### src/rtl/mux9_rr_arbiter_pkg.sv
// Purpose: shared types and encodings for the 9-requester round-robin mux arbiter.
// Latency: n/a (types, constants and pure functions only).
// Backpressure: n/a.
package mux9_arb_pkg;

  localparam int NUM_REQ = 9;
  localparam int SEL_W   = 4;
  localparam int IDX_W   = 4;

  typedef enum logic [1:0] {
    IDLE  = 2'd0,
    GRANT = 2'd1,
    GAP   = 2'd2
  } arb_state_t;

  // Inputs 0..7 go through the 2:1 tree on s2..s0; input 8 is the bypass on s3
  // with the tree selects parked at zero.
  function automatic logic [SEL_W-1:0] idx_to_sel(input logic [IDX_W-1:0] idx);
    return (idx == IDX_W'(8)) ? 4'b1000 : {1'b0, idx[2:0]};
  endfunction

  function automatic logic [NUM_REQ-1:0] idx_to_onehot(input logic [IDX_W-1:0] idx);
    return NUM_REQ'(1) << idx;
  endfunction

endpackage

### src/rtl/mux9_rr_arbiter_if.sv
// Purpose: request/grant/select bundle between requesters and the 9:1 mux arbiter.
// Latency: n/a (wires only).
// Backpressure: requesters hold req until they see their gnt bit; no other flow control.
interface mux9_rr_arbiter_if;
  import mux9_arb_pkg::*;

  logic [NUM_REQ-1:0] req;
  logic [NUM_REQ-1:0] gnt;
  logic [SEL_W-1:0]   sel;
  logic               busy;
  logic [IDX_W-1:0]   owner;

  modport master (output req, input gnt, sel, busy, owner);
  modport slave  (input req, output gnt, sel, busy, owner);
endinterface

### src/rtl/mux9_rr_arbiter_rr_pick9.sv
// Purpose: combinational rotating-priority picker over 9 requests, starting at ptr.
// Latency: 0 cycles (pure combinational).
// Backpressure: none; valid is low when no request bit is set.
module rr_pick9
  import mux9_arb_pkg::*;
(
  input  logic [NUM_REQ-1:0] req,
  input  logic [IDX_W-1:0]   ptr,
  output logic               valid,
  output logic [IDX_W-1:0]   idx
);

  // Scan offsets from farthest to nearest so the nearest set bit at/above ptr wins.
  always_comb begin
    int j;
    valid = 1'b0;
    idx   = '0;
    j     = 0;
    for (int i = NUM_REQ - 1; i >= 0; i--) begin
      j = int'(ptr) + i;
      if (j >= NUM_REQ) j = j - NUM_REQ;
      if (req[j]) begin
        valid = 1'b1;
        idx   = IDX_W'(j);
      end
    end
  end

endmodule

### src/rtl/mux9_rr_arbiter.sv
// Purpose: round-robin arbiter driving the selects of a 9:1 mux; optional MUX9_ARB_PRIO8_EN makes input 8 high priority.
// Latency: 1 cycle req->gnt from IDLE; every grant is followed by one GAP and one IDLE cycle.
// Backpressure: grant held until owner drops req or MAX_HOLD cycles elapse; mid-grant requests wait.
module mux9_rr_arbiter
  import mux9_arb_pkg::*;
#(
  parameter int MAX_HOLD = 16,
  parameter int HOLD_W   = 8
) (
  input logic             clk,
  input logic             rst_n,
  mux9_rr_arbiter_if.slave bus
);

  arb_state_t         state_q;
  logic [NUM_REQ-1:0] gnt_q;
  logic [SEL_W-1:0]   sel_q;
  logic               busy_q;
  logic [IDX_W-1:0]   owner_q;
  logic [HOLD_W-1:0]  cnt_q;
  logic [IDX_W-1:0]   ptr_q;

  logic               rr_vld;
  logic [IDX_W-1:0]   rr_idx;
  logic               pick_vld;
  logic [IDX_W-1:0]   pick_idx;
  logic               preempt;
  logic               released;
  logic               hold_done;
  logic               grant_end;

  rr_pick9 u_rr (
    .req   (bus.req),
    .ptr   (ptr_q),
    .valid (rr_vld),
    .idx   (rr_idx)
  );

`ifdef MUX9_ARB_PRIO8_EN
  logic             hp_vld;
  logic [IDX_W-1:0] hp_idx;

  // Same picker, masked to the bypass leg: its valid doubles as the preemption trigger.
  rr_pick9 u_hp (
    .req   (bus.req & {1'b1, {(NUM_REQ-1){1'b0}}}),
    .ptr   (IDX_W'(NUM_REQ-1)),
    .valid (hp_vld),
    .idx   (hp_idx)
  );

  assign pick_vld = rr_vld | hp_vld;
  assign pick_idx = hp_vld ? hp_idx : rr_idx;
  assign preempt  = hp_vld && (owner_q != IDX_W'(8));
`else
  assign pick_vld = rr_vld;
  assign pick_idx = rr_idx;
  assign preempt  = 1'b0;
`endif

  assign released  = !bus.req[owner_q];
  assign hold_done = (cnt_q == HOLD_W'(MAX_HOLD));
  assign grant_end = released | hold_done | preempt;

  // Arbitration FSM; all outputs are registered so the mux selects never glitch.
  always_ff @(posedge clk or negedge rst_n) begin
    if (!rst_n) begin
      state_q <= IDLE;
      gnt_q   <= '0;
      sel_q   <= '0;
      busy_q  <= 1'b0;
      owner_q <= '0;
      cnt_q   <= '0;
      ptr_q   <= '0;
    end else begin
      case (state_q)
        IDLE: begin
          if (pick_vld) begin
            state_q <= GRANT;
            gnt_q   <= idx_to_onehot(pick_idx);
            owner_q <= pick_idx;
            sel_q   <= idx_to_sel(pick_idx);
            busy_q  <= 1'b1;
            cnt_q   <= HOLD_W'(1);
          end
        end
        GRANT: begin
          if (grant_end) begin
            // sel/owner stay put through GAP so the mux path is stable.
            state_q <= GAP;
            gnt_q   <= '0;
            busy_q  <= 1'b0;
            ptr_q   <= (owner_q == IDX_W'(8)) ? '0 : owner_q + IDX_W'(1);
          end else begin
            cnt_q   <= cnt_q + HOLD_W'(1);
          end
        end
        GAP:     state_q <= IDLE;
        default: state_q <= IDLE;
      endcase
    end
  end

  assign bus.gnt   = gnt_q;
  assign bus.sel   = sel_q;
  assign bus.busy  = busy_q;
  assign bus.owner = owner_q;

endmodule

### src/flat_wrapper.sv
// flat-port wrapper written by rule: the top's interface ports become plain ports
module mux9_rr_arbiter_flat import mux9_arb_pkg::*;
#(
  parameter int MAX_HOLD = 16,
  parameter int HOLD_W   = 8
)
  (clk, rst_n, bus_req, bus_gnt, bus_sel, bus_busy, bus_owner);
  mux9_rr_arbiter_if bus_i ();
  input logic clk;
  input logic rst_n;
  input wire logic [$bits(bus_i.req)-1:0] bus_req;
  output wire logic [$bits(bus_i.gnt)-1:0] bus_gnt;
  output wire logic [$bits(bus_i.sel)-1:0] bus_sel;
  output wire logic [$bits(bus_i.busy)-1:0] bus_busy;
  output wire logic [$bits(bus_i.owner)-1:0] bus_owner;
  assign bus_i.req = bus_req;
  assign bus_gnt = bus_i.gnt;
  assign bus_sel = bus_i.sel;
  assign bus_busy = bus_i.busy;
  assign bus_owner = bus_i.owner;
  mux9_rr_arbiter #(.MAX_HOLD(MAX_HOLD), .HOLD_W(HOLD_W)) u_core (.clk(clk), .rst_n(rst_n), .bus(bus_i));
endmodule
### config.mk
export PLATFORM = sky130hd
export DESIGN_NAME = mux9_rr_arbiter_flat
export DESIGN_NICKNAME = d
export VERILOG_FILES = /design/src/rtl/mux9_rr_arbiter_pkg.sv /design/src/rtl/mux9_rr_arbiter_if.sv /design/src/rtl/mux9_rr_arbiter_rr_pick9.sv /design/src/rtl/mux9_rr_arbiter.sv /design/src/flat_wrapper.sv
export SDC_FILE = /design/constraint.sdc
export NUM_CORES = 1
export LEC_CHECK = 0
export BUFFER_PORTS_ARGS = -buffer_cell sky130_fd_sc_hd__clkbuf_2
export CORE_UTILIZATION = 60
export DETAILED_ROUTE_END_ITERATION = 10
export MAX_ROUTING_LAYER = met4
export PLACE_DENSITY = 0.78
export SKIP_CTS_REPAIR_TIMING = 1
export SYNTH_ARGS = -nofsm -noshare
export SYNTH_HDL_FRONTEND = slang
export SYNTH_HIERARCHICAL = 1
export SYNTH_SLANG_ARGS = --single-unit
### constraint.sdc
create_clock -name clk -period 8.75 [get_ports clk]
set_clock_uncertainty 0.05 [all_clocks]
set_input_delay 0.4375 -clock clk [delete_from_list [all_inputs] [get_ports clk]]
set_output_delay 0.4375 -clock clk [all_outputs]
set_load 0.05 [all_outputs]
Word-level counts from Yosys, hierarchy flattened. Index checks and enable logic that the tools add are counted.

Add/sub/neg operators: 19. Reductions and logical operators: 8. Bitwise logic cells: 1. Muxes and demuxes: 70. Shifts and indexed selects: 1. Equal/unequal tests: 7. Order comparisons: 19.

Operators with widths (count): 32-bit by 6-bit less-than comparator with 1-bit output (second input constant) (9); 32-bit two-way mux (9); 4-bit two-way mux (11); 5-bit by 4-bit subtractor with 6-bit output (second input constant) (7); 1-bit binary-select mux with 4-bit select (10); 5-bit by 4-bit greater-or-equal comparator with 1-bit output (second input constant) (7); 32-bit by 5-bit greater-or-equal comparator with 1-bit output (second input constant) (1); 32-bit by 5-bit subtractor with 32-bit output (second input constant) (1); 1-bit two-way mux (30); 4-bit by 3-bit adder with 5-bit output (second input constant) (4); 9-bit two-way mux (2); 9-bit one-hot mux with 2 select lines (1); 8-bit two-way mux (2); 8-bit one-hot mux with 2 select lines (1); 4-bit by 2-bit adder with 5-bit output (second input constant) (2); 1-bit by 4-bit << shifter with 9-bit output (first input constant) (1); 8-bit by 1-bit adder with 8-bit output (second input constant) (1); 4-bit == test (second input constant) (2); 8-bit by 5-bit == test with 1-bit output (second input constant) (1); 2-bit AND reduction (3); 3-bit AND reduction (2); 4-bit by 1-bit adder with 5-bit output (second input constant) (1); 4-bit by 4-bit adder with 5-bit output (second input constant) (1); 4-bit by 5-bit less-than comparator with 1-bit output (second input constant) (1); other kinds (13) (15).

Input port bits: 11. Word-level logic and storage cells: 132. Bits in registers: 32. Output and inout bits: 18.

Depth between registers and ports, before layout. Gate-level depths: netlist of the first run.

Depth in word-level cells: 18. Depth in mapped cells: 19.

Modules after synthesis. Netlist of the first run, hierarchy kept.

By module, submodules not included: rr_pick9 (cells an instance 557, area an instance 3868.7 sq um, instances 1); mux9_rr_arbiter (cells an instance 149, area an instance 1575.3 sq um, instances 1).

Worst setup path after synthesis of the first run. OpenSTA, ideal clock, no wires.

Path type: register to register. Start point: register u_core.ptr_q[1]. End point: register u_core.gnt_q[0], in the netlist u_core/bus.gnt[0]. Cell stages (with the launch flop): 16. Data arrival time: 4.353 ns. Path buffers: 1. Slack: 4.282 ns. Period minus slack after synthesis: 4.468 ns. Setup time: 0.065 ns. Cells stage by stage: dfrtp_1 > buf_2 > inv_1 > ha_1 > inv_1 > ha_1 > a21oi_1 > mux2i_1 > mux4_2 > a32oi_2 > nor3b_2 > nor3b_1 > a221oi_1 > or4_1 > nor3_1 > a21o_1.

Longest elaborated chain between the ends: 18. Elaborated cells between the ends (all ways): 85. Classes of those cells: add/sub: 17; order compare: 9; eq/ne: 1; shift: 1; mux: 56; reduce/logical: 1.

RTL lines: start, declared (line mux9_rr_arbiter.sv:21) `logic [IDX_W-1:0] ptr_q;`; start signal, assigned (line mux9_rr_arbiter.sv:92) `ptr_q <= (owner_q == IDX_W'(8)) ? '0 : owner_q + IDX_W'(1);`; 4-bit by 4-bit adder with 5-bit output (line mux9_rr_arbiter_rr_pick9.sv:20) `j = int'(ptr) + i;`; 32-bit by 5-bit subtractor with 32-bit output or 32-bit by 5-bit greater-or-equal comparator with 1-bit output (tied branches) (line mux9_rr_arbiter_rr_pick9.sv:21) `if (j >= NUM_REQ) j = j - NUM_REQ;`; 32-bit two-way mux (line mux9_rr_arbiter_rr_pick9.sv:21); 1-bit binary-select mux with 4-bit select (line mux9_rr_arbiter_rr_pick9.sv:22) `if (req[j]) begin`; 1-bit two-way mux (not written as such) (2 in series) (line mux9_rr_arbiter_rr_pick9.sv:22); 4-bit two-way mux (8 in series) (line mux9_rr_arbiter_rr_pick9.sv:22); 4-bit two-way mux (*) (line mux9_rr_arbiter_rr_pick9.sv:22); named net u_core.pick_idx[3] (line mux9_rr_arbiter.sv:26) `logic [IDX_W-1:0] pick_idx;`; 1-bit by 4-bit << shifter with 9-bit output (*) (line mux9_rr_arbiter_pkg.sv:23) `return NUM_REQ'(1) << idx;`; 9-bit two-way mux (*) (line mux9_rr_arbiter.sv:77) `if (pick_vld) begin`; 9-bit one-hot mux with 2 select lines (*) (line mux9_rr_arbiter.sv:75) `case (state_q)`; end signal, assigned (line mux9_rr_arbiter.sv:79) `gnt_q <= idx_to_onehot(pick_idx);`; end, declared (line mux9_rr_arbiter.sv:16) `logic [NUM_REQ-1:0] gnt_q;`.

Mark *: on every way through the listed nets, which the timed path passes. The rest lies on a longest branch. The select of a mux whose other input is x is not followed. A chain may end at the register's enable or synchronous reset.

Worst setup path after layout of the first run.
Start point: register u_core.ptr_q[0]. End point: register u_core.gnt_q[4], in the netlist u_core/bus.gnt[4].

Elaborated cells between the ends (all ways): 85. Classes of those cells: add/sub: 17; order compare: 9; eq/ne: 1; shift: 1; mux: 56; reduce/logical: 1.

RTL lines: 4-bit by 4-bit adder with 5-bit output (line mux9_rr_arbiter_rr_pick9.sv:20); 32-bit by 5-bit subtractor with 32-bit output or 32-bit by 5-bit greater-or-equal comparator with 1-bit output (tied branches) (line mux9_rr_arbiter_rr_pick9.sv:21); 32-bit two-way mux (line mux9_rr_arbiter_rr_pick9.sv:21); 1-bit binary-select mux with 4-bit select (line mux9_rr_arbiter_rr_pick9.sv:22); 1-bit two-way mux (not written as such) (2 in series) (line mux9_rr_arbiter_rr_pick9.sv:22); 1-bit two-way mux (8 in series) (line mux9_rr_arbiter_rr_pick9.sv:22); 1-bit two-way mux (*) (line mux9_rr_arbiter_rr_pick9.sv:22); named net u_core.pick_vld (line mux9_rr_arbiter.sv:25) `logic pick_vld;`; 2-bit by 1-bit inequality test with 1-bit output (no source line) (*); 3-bit AND reduction (no source line) (*).

Marked as above.

==> out/qor.yml, run 1 <==
status: "complete, no violations"
final.setup.worst_slack_ns: 2.365
critical-path-top-delay-family: "simple AND/OR/NAND/NOR gates"
hpwl_um: 13410
yosys_warnings: 6
max-slew-margin-rel_pct: 28.36
numCtsBuffers: 5
synth_nets: 744
num_rows: 34
maxCapViolCount: 0
min_path_type: "in -> async"
synth.most_common_cell: "nand2_1"
worst_pin_slew_ns: 1.061
final_antenna_net_count: 0
drv_slew: 0
critPathMostFrequentCell: "clkinv_1"
pre_cts_ws_ns: 2.807
yosysUniqueCellTypes: 97
grt_max_degree: 67
period_minus_slack_ns: 6.385
critPathCaptureType: "register"
ios: 29
num_vias: 6313
setup.worst_path.start_class: "register"
die_x_um: 97.26
firstDrtPassIters: 7
yosysTopAreaCellShare_pct: 14.71
num_antenna_cells: 0
cts_tree: "yes"
hold_viol: 0
grt_overflow_total: 0
clk_latency_ns: 0.28
synth_enable_flop_cells: 0
grt_util_all_layers_pct: 40.11
max_stage_delay_ns: 1.10
cts_max_level: 2
port_buffers: 28
ys.flop_type: "dfrtp_1"
multi_input_area_mm2: 0.004275
nets: 740
drive_gt1_share_pct: 14.51
hold_ws_ns: 0.1724
area_delta_synth_final_pct: 2.505
antenna_found_initial: 0
required_ns: 8.92
critical_path_buf_inv_count: 3
synthTopCellsByArea: "dfrtp_1 (15%), ha_1 (6.2%), nand2_1 (5.7%), mux2i_1 (3.9%), nor2_1 (2.9%)"
syn_inst: 706
setup_viol: 0
critPathKind: "reg -> reg"
routed_wl_um: 18650
wl_per_cell_um: 23.00
drc_errors: 0
drt_iter0_drc: 1182
ys_seq_area_share_pct: 14.71
synthesis.area_mm2: 0.005444
synth_commonest_cells: "nand2_1 (83), nor2_1 (42), dfrtp_1 (32)"
critPathSlowestCell: "ha_1"
die_h_um: 97.26
post-route-period-util_pct: 72.97
clkSinkCount: 32
clk_pin_slew_ns: 0.07
async_flop_share_pct: 100.0
clock_path_buffers: 2
syn_area_per_cell_um2: 7.711
grt_pass1_wl_um: 30050
tns_ns: 0
crit_fanout: 25
max_freq_mhz: 156.6
critical_path_arrival_ns: 6.56
grt_pass1_vias: 6026
n_fill_cell: 798
coreArea_mm2: 0.008763
start_util_pct: 62.12
yosysTopAreaCell: "dfrtp_1"
gp_congestion: 1.153
path_cells: "clkinv_1 -> ha_1 -> buf_4 -> clkinv_1 -> a2111oi_0 -> a311oi_1 -> a41oi_1 -> o21a_1 -> nor2_1 -> nand4b_1 -> nor3b_2 -> nand2_1 -> or3_1 -> nor3_1 -> a21o_1"
drt-vias-per-instance: 7.784
die_area_mm2: 0.009459
cts_root_buffer: "clkbuf_8"
rsz0062_at_grt: "no"
final-seq-area_um2: 802.0
ys_ff_latch: 32
through the flow:
stage	util (%)	cell area (um^2)	cells
after floorplan	-	5444	706
after global placement	62.45	5473	803
after detailed placement	62.45	5473	803
after CTS	63.68	5580	811
after global routing	63.68	5580	811
final	63.68	5580	811
layout by cell type (no fill, tap or decap), types with 5 or more instances in the layout:
| master | netlist | layout |
|---|---|---|
| a21o_1 | 6 | 6 |
| nand2_1 | 83 | 83 |
| nor4_1 | 11 | 11 |
| or3_1 | 11 | 11 |
| a21oi_2 | 5 | 5 |
| buf_4 | 4 | 5 |
| a311oi_1 | 7 | 7 |
| clkbuf_8 | 3 | 5 |
| o2bb2ai_1 | 8 | 8 |
| a32oi_1 | 5 | 5 |
| nor2_1 | 42 | 42 |
| o21ai_0 | 24 | 24 |
| ha_1 | 27 | 27 |
| nand3b_1 | 5 | 5 |
| dfrtp_1 | 32 | 31 |
| and2_1 | 5 | 5 |
| inv_1 | 19 | 19 |
| mux2_2 | 11 | 11 |
| or2_2 | 7 | 7 |
| mux2i_1 | 21 | 21 |
| clkbuf_2 | 0 | 28 |
| a221oi_1 | 5 | 5 |
| nand4_1 | 7 | 7 |
| xnor2_1 | 16 | 16 |
| a22oi_1 | 5 | 5 |
| a31oi_1 | 21 | 21 |
| a21oi_1 | 29 | 29 |
| o211ai_1 | 10 | 10 |
| o31ai_1 | 10 | 10 |
| o311ai_0 | 6 | 6 |
| nor3_1 | 19 | 19 |
| a2111oi_0 | 8 | 8 |
| a211oi_1 | 17 | 17 |
| and3_1 | 9 | 9 |
| nand3_1 | 27 | 27 |
| o22ai_1 | 6 | 6 |
| nand2b_1 | 15 | 15 |
| nor2b_1 | 15 | 15 |
worst register-to-register path, cell delays in order, from the launching register on:
cell and delay, ns:
dfrtp_2 0.64, clkinv_1 0.75, ha_1 1.10, buf_4 0.42
clkinv_1 0.35, a2111oi_0 0.48, a311oi_1 0.10, a41oi_1 0.42
o21a_1 0.28, nor2_1 0.10, nand4b_1 0.13, nor3b_2 0.58
nand2_1 0.18, or3_1 0.41, nor3_1 0.21, a21o_1 0.13
registers in the layout (all words and copies together) (netlist names):
name,cells
u_core/bus.sel,4
u_core/bus.gnt,9
u_core/state_q,2
u_core/ptr_q,4
u_core/bus.owner,4
u_core/bus.busy,1
u_core/cnt_q,8
logic make-up (layout without fill, tap and decap cells):
logic type               Yosys count  count (layout)  share of synthesized area (%)
adder cells (fa/ha/maj)           27              27                          6.205
flip-flops                        32              32                          14.71
AO/OA/AOI/OAI                    230             230                          32.18
AND/OR/NAND/NOR                  294             294                          28.71
multiplexers                      36              36                          7.791
XOR/XNOR                          21              21                          3.654
buffers and inverters             66              63                          6.757
layer usage:
metal  share of wire (%)  GRT usage, %
met1                  38         50.36
met2                  41         56.39
met3                  15         12.66
met4                 6.5         23.53
met5                   0             -
final cells by class:
cell class | instances | share of cell area, %
tap | 108 | 2.422
clock inverter | 2 | 0.6278
clock buffer | 6 | 1.300
multi-input combinational | 608 | 76.61
timing repair buffer | 33 | 3.184
sequential | 32 | 14.37
inverter | 22 | 1.480
path summary, 6_finish.rpt:
check / startpoint / endpoint / slack [ns] / cells after the start
worst max-delay path: u_core/ptr_q[0] / u_core/bus.gnt[4] / 2.36 / 15
worst min-delay path: rst_n / u_core/bus.gnt[2] / 0.17 / 1
worst max register to register: u_core/ptr_q[0] / u_core/bus.gnt[4] / 2.36 / 15
worst min register to register: u_core/bus.sel[3] / u_core/bus.sel[3] / 0.43 / 2
max in group asynchronous: rst_n / u_core/ptr_q[0] / 7.92 / 1
min in group clk: u_core/bus.sel[3] / u_core/bus.sel[3] / 0.43 / 2
Power of run 1 is left out: the tool's default activity adds up to more than one toggle a clock period on the data nets, which glitch-free logic cannot reach.
==> run 2, diff against run 1 <==
--- a/config.mk
+++ b/config.mk
@@ -5,11 +5,12 @@
 export SDC_FILE = /design/constraint.sdc
 export NUM_CORES = 1
 export LEC_CHECK = 0
+export ABC_AREA = 1
 export BUFFER_PORTS_ARGS = -buffer_cell sky130_fd_sc_hd__clkbuf_2
-export CORE_UTILIZATION = 60
+export CORE_UTILIZATION = 57
 export DETAILED_ROUTE_END_ITERATION = 10
 export MAX_ROUTING_LAYER = met4
-export PLACE_DENSITY = 0.78
+export PLACE_DENSITY = 0.79
 export SKIP_CTS_REPAIR_TIMING = 1
 export SYNTH_ARGS = -nofsm -noshare
 export SYNTH_HDL_FRONTEND = slang
==> constraint.sdc (replaced) <==
create_clock -name clk -period 5.6 [get_ports clk]
set_clock_uncertainty 0.05 [all_clocks]
set_input_delay 0.28 -clock clk [delete_from_list [all_inputs] [get_ports clk]]
set_output_delay 0.28 -clock clk [all_outputs]
set_load 0.05 [all_outputs]
==> out/qor.yml, run 2 <==
clk_latency_ns: 0.28  # about the same
status: "complete, no violations"  # unchanged
worst-r2r-setup-slack_ns: 0.97  # was 2.36 ns
route.met2.wl_um: 5712  # was 7591 um
worstRegToRegCells: 20  # was 15
hpwl_um: 9621  # was 13410 um
firstDrtPassIters: 5  # was 7
rsz0062_at_grt: "no"  # unchanged
synth_top_family_by_area: "simple AND/OR/NAND/NOR gates"  # was compound AO/OA/AOI/OAI gates
ys_seq_area_share_pct: 18.81  # was 14.71%
maxCapViolCount: 0  # unchanged
synth_enable_flop_cells: 0  # unchanged
grt_pass1_vias: 4028  # was 6026
critical-path-top-delay-family: "simple AND/OR/NAND/NOR gates"  # unchanged
numCtsBuffers: 5  # unchanged
num_antenna_cells: 0  # unchanged
critPathKind: "reg -> reg"  # unchanged
critPathCaptureType: "register"  # unchanged
tns_ns: 0  # unchanged
drc_errors: 0  # unchanged
syn_inst: 691  # was 706
routed.top_layer: "met4"  # unchanged
synthXorXnorAreaFrac_pct: 1.852  # was 3.654%
nets: 759  # was 740
die_area_mm2: 0.007817  # was 0.009459 mm^2
async_flop_share_pct: 100.0  # unchanged
required_ns: 5.72  # was 8.92 ns
port_buffers: 28  # unchanged
num_rows: 31  # was 34
met3_wirelength_um: 1091  # was 2713 um
antenna_found_initial: 0  # unchanged
max-slew-margin-rel_pct: 47.10  # was 28.36%
synth_commonest_cells: "nand2_1 (228), nand3_1 (85), inv_1 (78)"  # was nand2_1 (83), nor2_1 (42), dfrtp_1 (32)
routed_wl_um: 12640  # was 18650 um
critical_path_arrival_ns: 4.75  # was 6.56 ns
synth-simple-area-share_pct: 47.59  # was 28.71%
grt_max_degree: 33  # was 67
critPathSlowestCell: "ha_1"  # unchanged
post-route-period-util_pct: 82.66  # was 72.97%
crit_fanout: 20  # was 25
ys_ff_latch: 32  # unchanged
clkSinkCount: 32  # unchanged
cts_root_buffer: "clkbuf_8"  # unchanged
ios: 29  # unchanged
grt_pass1_wl_um: 19670  # was 30050 um
final_common_cell: "nand2_1"  # unchanged
worst_pin_slew_ns: 0.7853  # was 1.061 ns
muxShareOfSynthArea_pct: 0  # was 7.791%
yosysUniqueCellTypes: 45  # was 97
hold_ws_ns: 0.02396  # was 0.1724 ns
final_antenna_net_count: 0  # unchanged
pre_cts_ws_ns: 1.087  # was 2.807 ns
hold_viol: 0  # unchanged
synth_compound_area_share_pct: 14.20  # was 32.18%
drt_iter0_drc: 451  # was 1182
die_x_um: 88.42  # was 97.26 um
path_cells: "inv_1 -> ha_1 -> inv_1 -> nand2_1 -> o21ai_1 -> inv_1 -> nand3_1 -> nand2_1 -> nand2_1 -> nand3_1 -> nand2_1 -> nor3_1 -> nand3_1 -> nor3_1 -> nand3_1 -> nand2_2 -> buf_4 -> nand2_4 -> nand2_1 -> nand2_1"  # was clkinv_1 -> ha_1 -> buf_4 -> clkinv_1 -> a2111oi_0 -> a311oi_1 -> a41oi_1 -> o21a_1 -> nor2_1 -> nand4b_1 -> nor3b_2 -> nand2_1 -> or3_1 -> nor3_1 -> a21o_1
coreArea_mm2: 0.007253  # was 0.008763 mm^2
start_util_pct: 58.69  # was 62.12%
yosysTopAreaCell: "nand2_1"  # was dfrtp_1
clk_pin_slew_ns: 0.07  # about the same
yosys_warnings: 6  # unchanged
wl_met1_um: 5640  # was 7141 um
yosysTopAreaCellShare_pct: 20.11  # was 14.71%
die_h_um: 88.42  # was 97.26 um
syn_area_per_cell_um2: 6.160  # was 7.711 um^2
regToRegStartpoint: "u_core/ptr_q[1]"  # was u_core/ptr_q[0]
dp.cells: 813  # was 803
critPathMostFrequentCell: "nand2_1"  # was clkinv_1
largest_reg_flops: 9  # unchanged
fin_cells: 821  # was 811
grt_util_all_layers_pct: 33.81  # was 40.11%
synthesis.area_mm2: 0.004257  # was 0.005444 mm^2
clock_path_buffers: 2  # unchanged
drt-vias-per-instance: 5.717  # was 7.784
num_vias: 4694  # was 6313
setup.worst_path.start_class: "register"  # unchanged
synthAdderAreaFrac_pct: 7.937  # was 6.205%
ys.flop_type: "dfrtp_1"  # unchanged
gp_congestion: 0.9683  # was 1.153
max_freq_mhz: 216.0  # was 156.6 MHz
n_fill_cell: 688  # was 798
synth.most_common_cell: "nand2_1"  # unchanged
cts_max_level: 2  # unchanged
reg2reg_to: "u_core/cnt_q[1]"  # was u_core/bus.gnt[4]
setup_viol: 0  # unchanged
drive_gt1_share_pct: 15.10  # was 14.51%
cts_tree: "yes"  # unchanged
grt_overflow_total: 0  # unchanged
final.setup.worst_slack_ns: 0.9710  # was 2.365 ns
wl_per_cell_um: 15.39  # was 23.00 um
min_path_type: "in -> async"  # unchanged
drv_slew: 0  # unchanged
max_stage_delay_ns: 0.71  # was 1.10 ns
layout_common_cells: "nand2_1 (228), nand3_1 (85), inv_1 (78)"  # was nand2_1 (83), nor2_1 (42), dfrtp_1 (31)
synth_nets: 729  # was 744
synthTopCellsByArea: "nand2_1 (20%), dfrtp_1 (19%), nand3_1 (10%), ha_1 (7.9%), inv_1 (6.9%)"  # was dfrtp_1 (15%), ha_1 (6.2%), nand2_1 (5.7%), mux2i_1 (3.9%), nor2_1 (2.9%)
critical_path_buf_inv_count: 4  # was 3
period_minus_slack_ns: 4.629  # was 6.385 ns
area_delta_synth_final_pct: 7.760  # was 2.505%
-- run 2: worst max-delay path by stage --
stage / startpoint / endpoint / slack, ns / cells past startpoint
6_report: u_core/ptr_q[1] / u_core/cnt_q[1] / 0.97 / 20
3_3_place_gp: u_core/ptr_q[1] / u_core/bus.sel[3] / 1.16 / 19
3_5_place_dp: u_core/ptr_q[1] / u_core/cnt_q[7] / 1.09 / 20
2_1_floorplan: u_core/ptr_q[1] / u_core/bus.gnt[6] / 2.05 / 20
5_1_grt: u_core/ptr_q[1] / u_core/bus.owner[1] / 0.55 / 22
4_1_cts: u_core/ptr_q[1] / u_core/cnt_q[0] / 1.07 / 20
-- run 2: per-layer routing --
metal | up-vias | GRT usage (%)
li1 | 2321 | -
met4 | 0 | 6.305
met2 | 200 | 52.73
met3 | 23 | 5.877
met1 | 2150 | 46.20
met5 | - | -
-- run 2: cells by family (layout without fill, tap and decap cells) --
kind of cell	Yosys count	after routing
DFF	32	32
xor gates and xnor gates	9	9
buffers and inverters	100	131
and+or+nand+nor	423	423
adders and majority gates	27	27
AOI/OAI and AO/OA	100	100
-- run 2: layout make-up --
type | instances | area (um^2) | area share [%]
multi-input combinational | 559 | 3047 | 66.42
sequential | 32 | 800.8 | 17.46
clock buffer | 6 | 72.57 | 1.582
tap | 99 | 123.9 | 2.700
timing repair buffer | 31 | 162.7 | 3.546
clock inverter | 2 | 35.03 | 0.7638
inverter | 92 | 345.3 | 7.529
-- run 2: worst reg2reg max path, stage by stage, from the launching register on --
cell and delay [ns]:
dfrtp_1 0.65, inv_1 0.33, ha_1 0.71, inv_1 0.26
nand2_1 0.12, o21ai_1 0.17, inv_1 0.15, nand3_1 0.11
nand2_1 0.08, nand2_1 0.06, nand3_1 0.12, nand2_1 0.09
nor3_1 0.23, nand3_1 0.12, nor3_1 0.21, nand3_1 0.16
nand2_2 0.41, buf_4 0.27, nand2_4 0.10, nand2_1 0.08
nand2_1 0.05
-- run 2: through the flow --
stage / util [%] / instance area (um^2)
floorplan: - / 4257
global placement: 61.76 / 4479
detailed placement: 61.76 / 4479
CTS: 63.24 / 4587
global route: 63.24 / 4587
finish: 63.24 / 4587
Power of run 2 is left out for the same reason.
==> run 3, diff against run 2 <==
==> constraint.sdc (replaced) <==
create_clock -name clk -period 3.9 [get_ports clk]
set_clock_uncertainty 0.05 [all_clocks]
set_input_delay 0.195 -clock clk [delete_from_list [all_inputs] [get_ports clk]]
set_output_delay 0.195 -clock clk [all_outputs]
set_load 0.05 [all_outputs]
==> out/qor.yml, run 3 (same netlist as run 2, synthesis figures left out) <==
wl_per_cell_um: 15.34  # was 15.39 um
setup.worst_path.start_class: "register"  # unchanged
gp_congestion: 0.9863  # was 0.9683
pre_cts_ws_ns: 0.2818  # was 1.087 ns
nets: 770  # was 759
coreArea_mm2: 0.007253  # unchanged
antenna_found_initial: 0  # unchanged
max_freq_mhz: 275.5  # was 216.0 MHz
clk_pin_slew_ns: 0.08  # was 0.07 ns
final_antenna_net_count: 0  # unchanged
grt_overflow_total: 0  # unchanged
hpwl_um: 9915  # was 9621 um
drt_iter0_drc: 382  # was 451
maxCapViolCount: 0  # unchanged
required_ns: 4.01  # was 5.72 ns
die_area_mm2: 0.007817  # unchanged
port_buffers: 28  # unchanged
hold_viol: 32  # was 0
drive_gt1_share_pct: 19.10  # was 15.10%
cts_root_buffer: "clkbuf_8"  # unchanged
firstDrtPassIters: 8  # was 5
routed_wl_um: 12760  # was 12640 um
clk_latency_ns: 0.29  # was 0.28 ns
grt_max_degree: 33  # unchanged
period_minus_slack_ns: 3.630  # was 4.629 ns
hold_ws_ns: -0.07113  # was 0.02396 ns
cts_tree: "yes"  # unchanged
critical_path_arrival_ns: 3.74  # was 4.75 ns
worst_pin_slew_ns: 0.7980  # was 0.7853 ns
setup_viol: 0  # unchanged
grt_util_all_layers_pct: 34.42  # was 33.81%
area_delta_synth_final_pct: 11.61  # was 7.760%
drt-vias-per-instance: 5.792  # was 5.717
start_util_pct: 58.69  # unchanged
numCtsBuffers: 5  # unchanged
clkSinkCount: 32  # unchanged
post-route-period-util_pct: 93.07  # was 82.66%
num_vias: 4819  # was 4694
final.setup.worst_slack_ns: 0.2701  # was 0.9710 ns
clock_path_buffers: 2  # unchanged
grt_pass1_wl_um: 20330  # was 19670 um
violations: "negative hold slack"
die_x_um: 88.42  # unchanged
critPathCaptureType: "register"  # unchanged
ios: 29  # unchanged
crit_fanout: 13  # was 20
status: "finished, violations left"  # was complete, no violations
min_path_type: "in -> async"  # unchanged
num_rows: 31  # unchanged
layout_common_cells: "nand2_1 (225), nand3_1 (83), inv_1 (75)"  # was nand2_1 (228), nand3_1 (85), inv_1 (78)
drc_errors: 0  # unchanged
grt_pass1_vias: 4266  # was 4028
largest_reg_flops: 9  # unchanged
max-slew-margin-rel_pct: 46.80  # was 47.10%
drv_slew: 0  # unchanged
final_common_cell: "nand2_1"  # unchanged
critPathKind: "reg -> reg"  # unchanged
cts_max_level: 2  # unchanged
num_antenna_cells: 0  # unchanged
die_h_um: 88.42  # unchanged
-- run 3: cell types whose count changed in the layout (fill, tap and decap cells not counted), moves of 2 or more --
cell	previous run	this run
inv_2	12	15
nand3_2	14	16
buf_4	3	13
nand2_2	20	22
inv_1	78	75
a21oi_2	1	4
o21ai_0	27	25
a21oi_1	25	22
o21ai_2	6	9
nand2_1	228	225
nand3_1	85	83
-- run 3: metrics by stage --
step / instance area [um^2] / hold slack (ns) / utilization [%] / setup TNS (ns) / instances
final: 4751 / -0.07113 / 65.50 / 0 / 832
after CTS: 4686 / -0.04480 / 64.60 / 0 / 832
after detailed placement: 4574 / 0.2661 / 63.07 / 0 / 824
after global placement: 4574 / 0.2467 / 63.07 / 0 / 824
after global routing: 4751 / 0.008084 / 65.50 / -0.01120 / 832
after floorplan: 4257 / -0.1506 / - / 0 / 691
-- run 3: final timing paths --
check                           startpoint             endpoint  slack [ns]  depth (start not counted)
setup / recovery           u_core/ptr_q[2]  u_core/bus.owner[0]        0.27                         21
hold / removal                       rst_n    u_core/bus.gnt[6]       -0.07                          1
max in group asynchronous            rst_n      u_core/ptr_q[3]        3.30                          1
hold reg to reg            u_core/bus.busy      u_core/bus.busy        0.43                          2
min in group clk           u_core/bus.busy      u_core/bus.busy        0.43                          2
setup reg to reg           u_core/ptr_q[2]  u_core/bus.owner[0]        0.27                         21
-- run 3: final cells by class --
type / count / area [um^2]
inverter: 92 / 345.3
tap: 99 / 123.9
clock inverter: 3 / 42.54
clock buffer: 5 / 68.82
multi-input combinational: 559 / 3110
sequential: 32 / 802.0
timing repair buffer: 42 / 257.7
fill: 692 / 2502
-- run 3: critical path, cell delays in order, from the launching register on --
cell and delay, ns:
dfrtp_1 0.39, inv_2 0.06, buf_4 0.19, ha_1 0.20
nand2_1 0.08, nand3_1 0.10, nand2_2 0.11, nand2_2 0.14
nand2_4 0.10, o21ai_1 0.11, xor2_1 0.30, nor2_1 0.09
nand3_2 0.12, nand2_2 0.10, nor3_1 0.19, nand3_1 0.12
nor3_1 0.25, nand3_1 0.18, nand2_2 0.21, inv_1 0.16
nand2_1 0.18, o21ai_0 0.10
-- run 3: layer usage --
| metal | wire (um) | vias to the layer above | part of all wire [%] | GRT usage [%] |
|---|---|---|---|---|
| met5 | 0 | - | 0 | - |
| met4 | 329 | 0 | 2.6 | 10.70 |
| met3 | 1119 | 37 | 8.8 | 4.571 |
| met2 | 5772 | 265 | 45 | 53.43 |
| met1 | 5538 | 2177 | 43 | 46.40 |
| li1 | - | 2340 | - | - |
Power of run 3 is left out for the same reason.
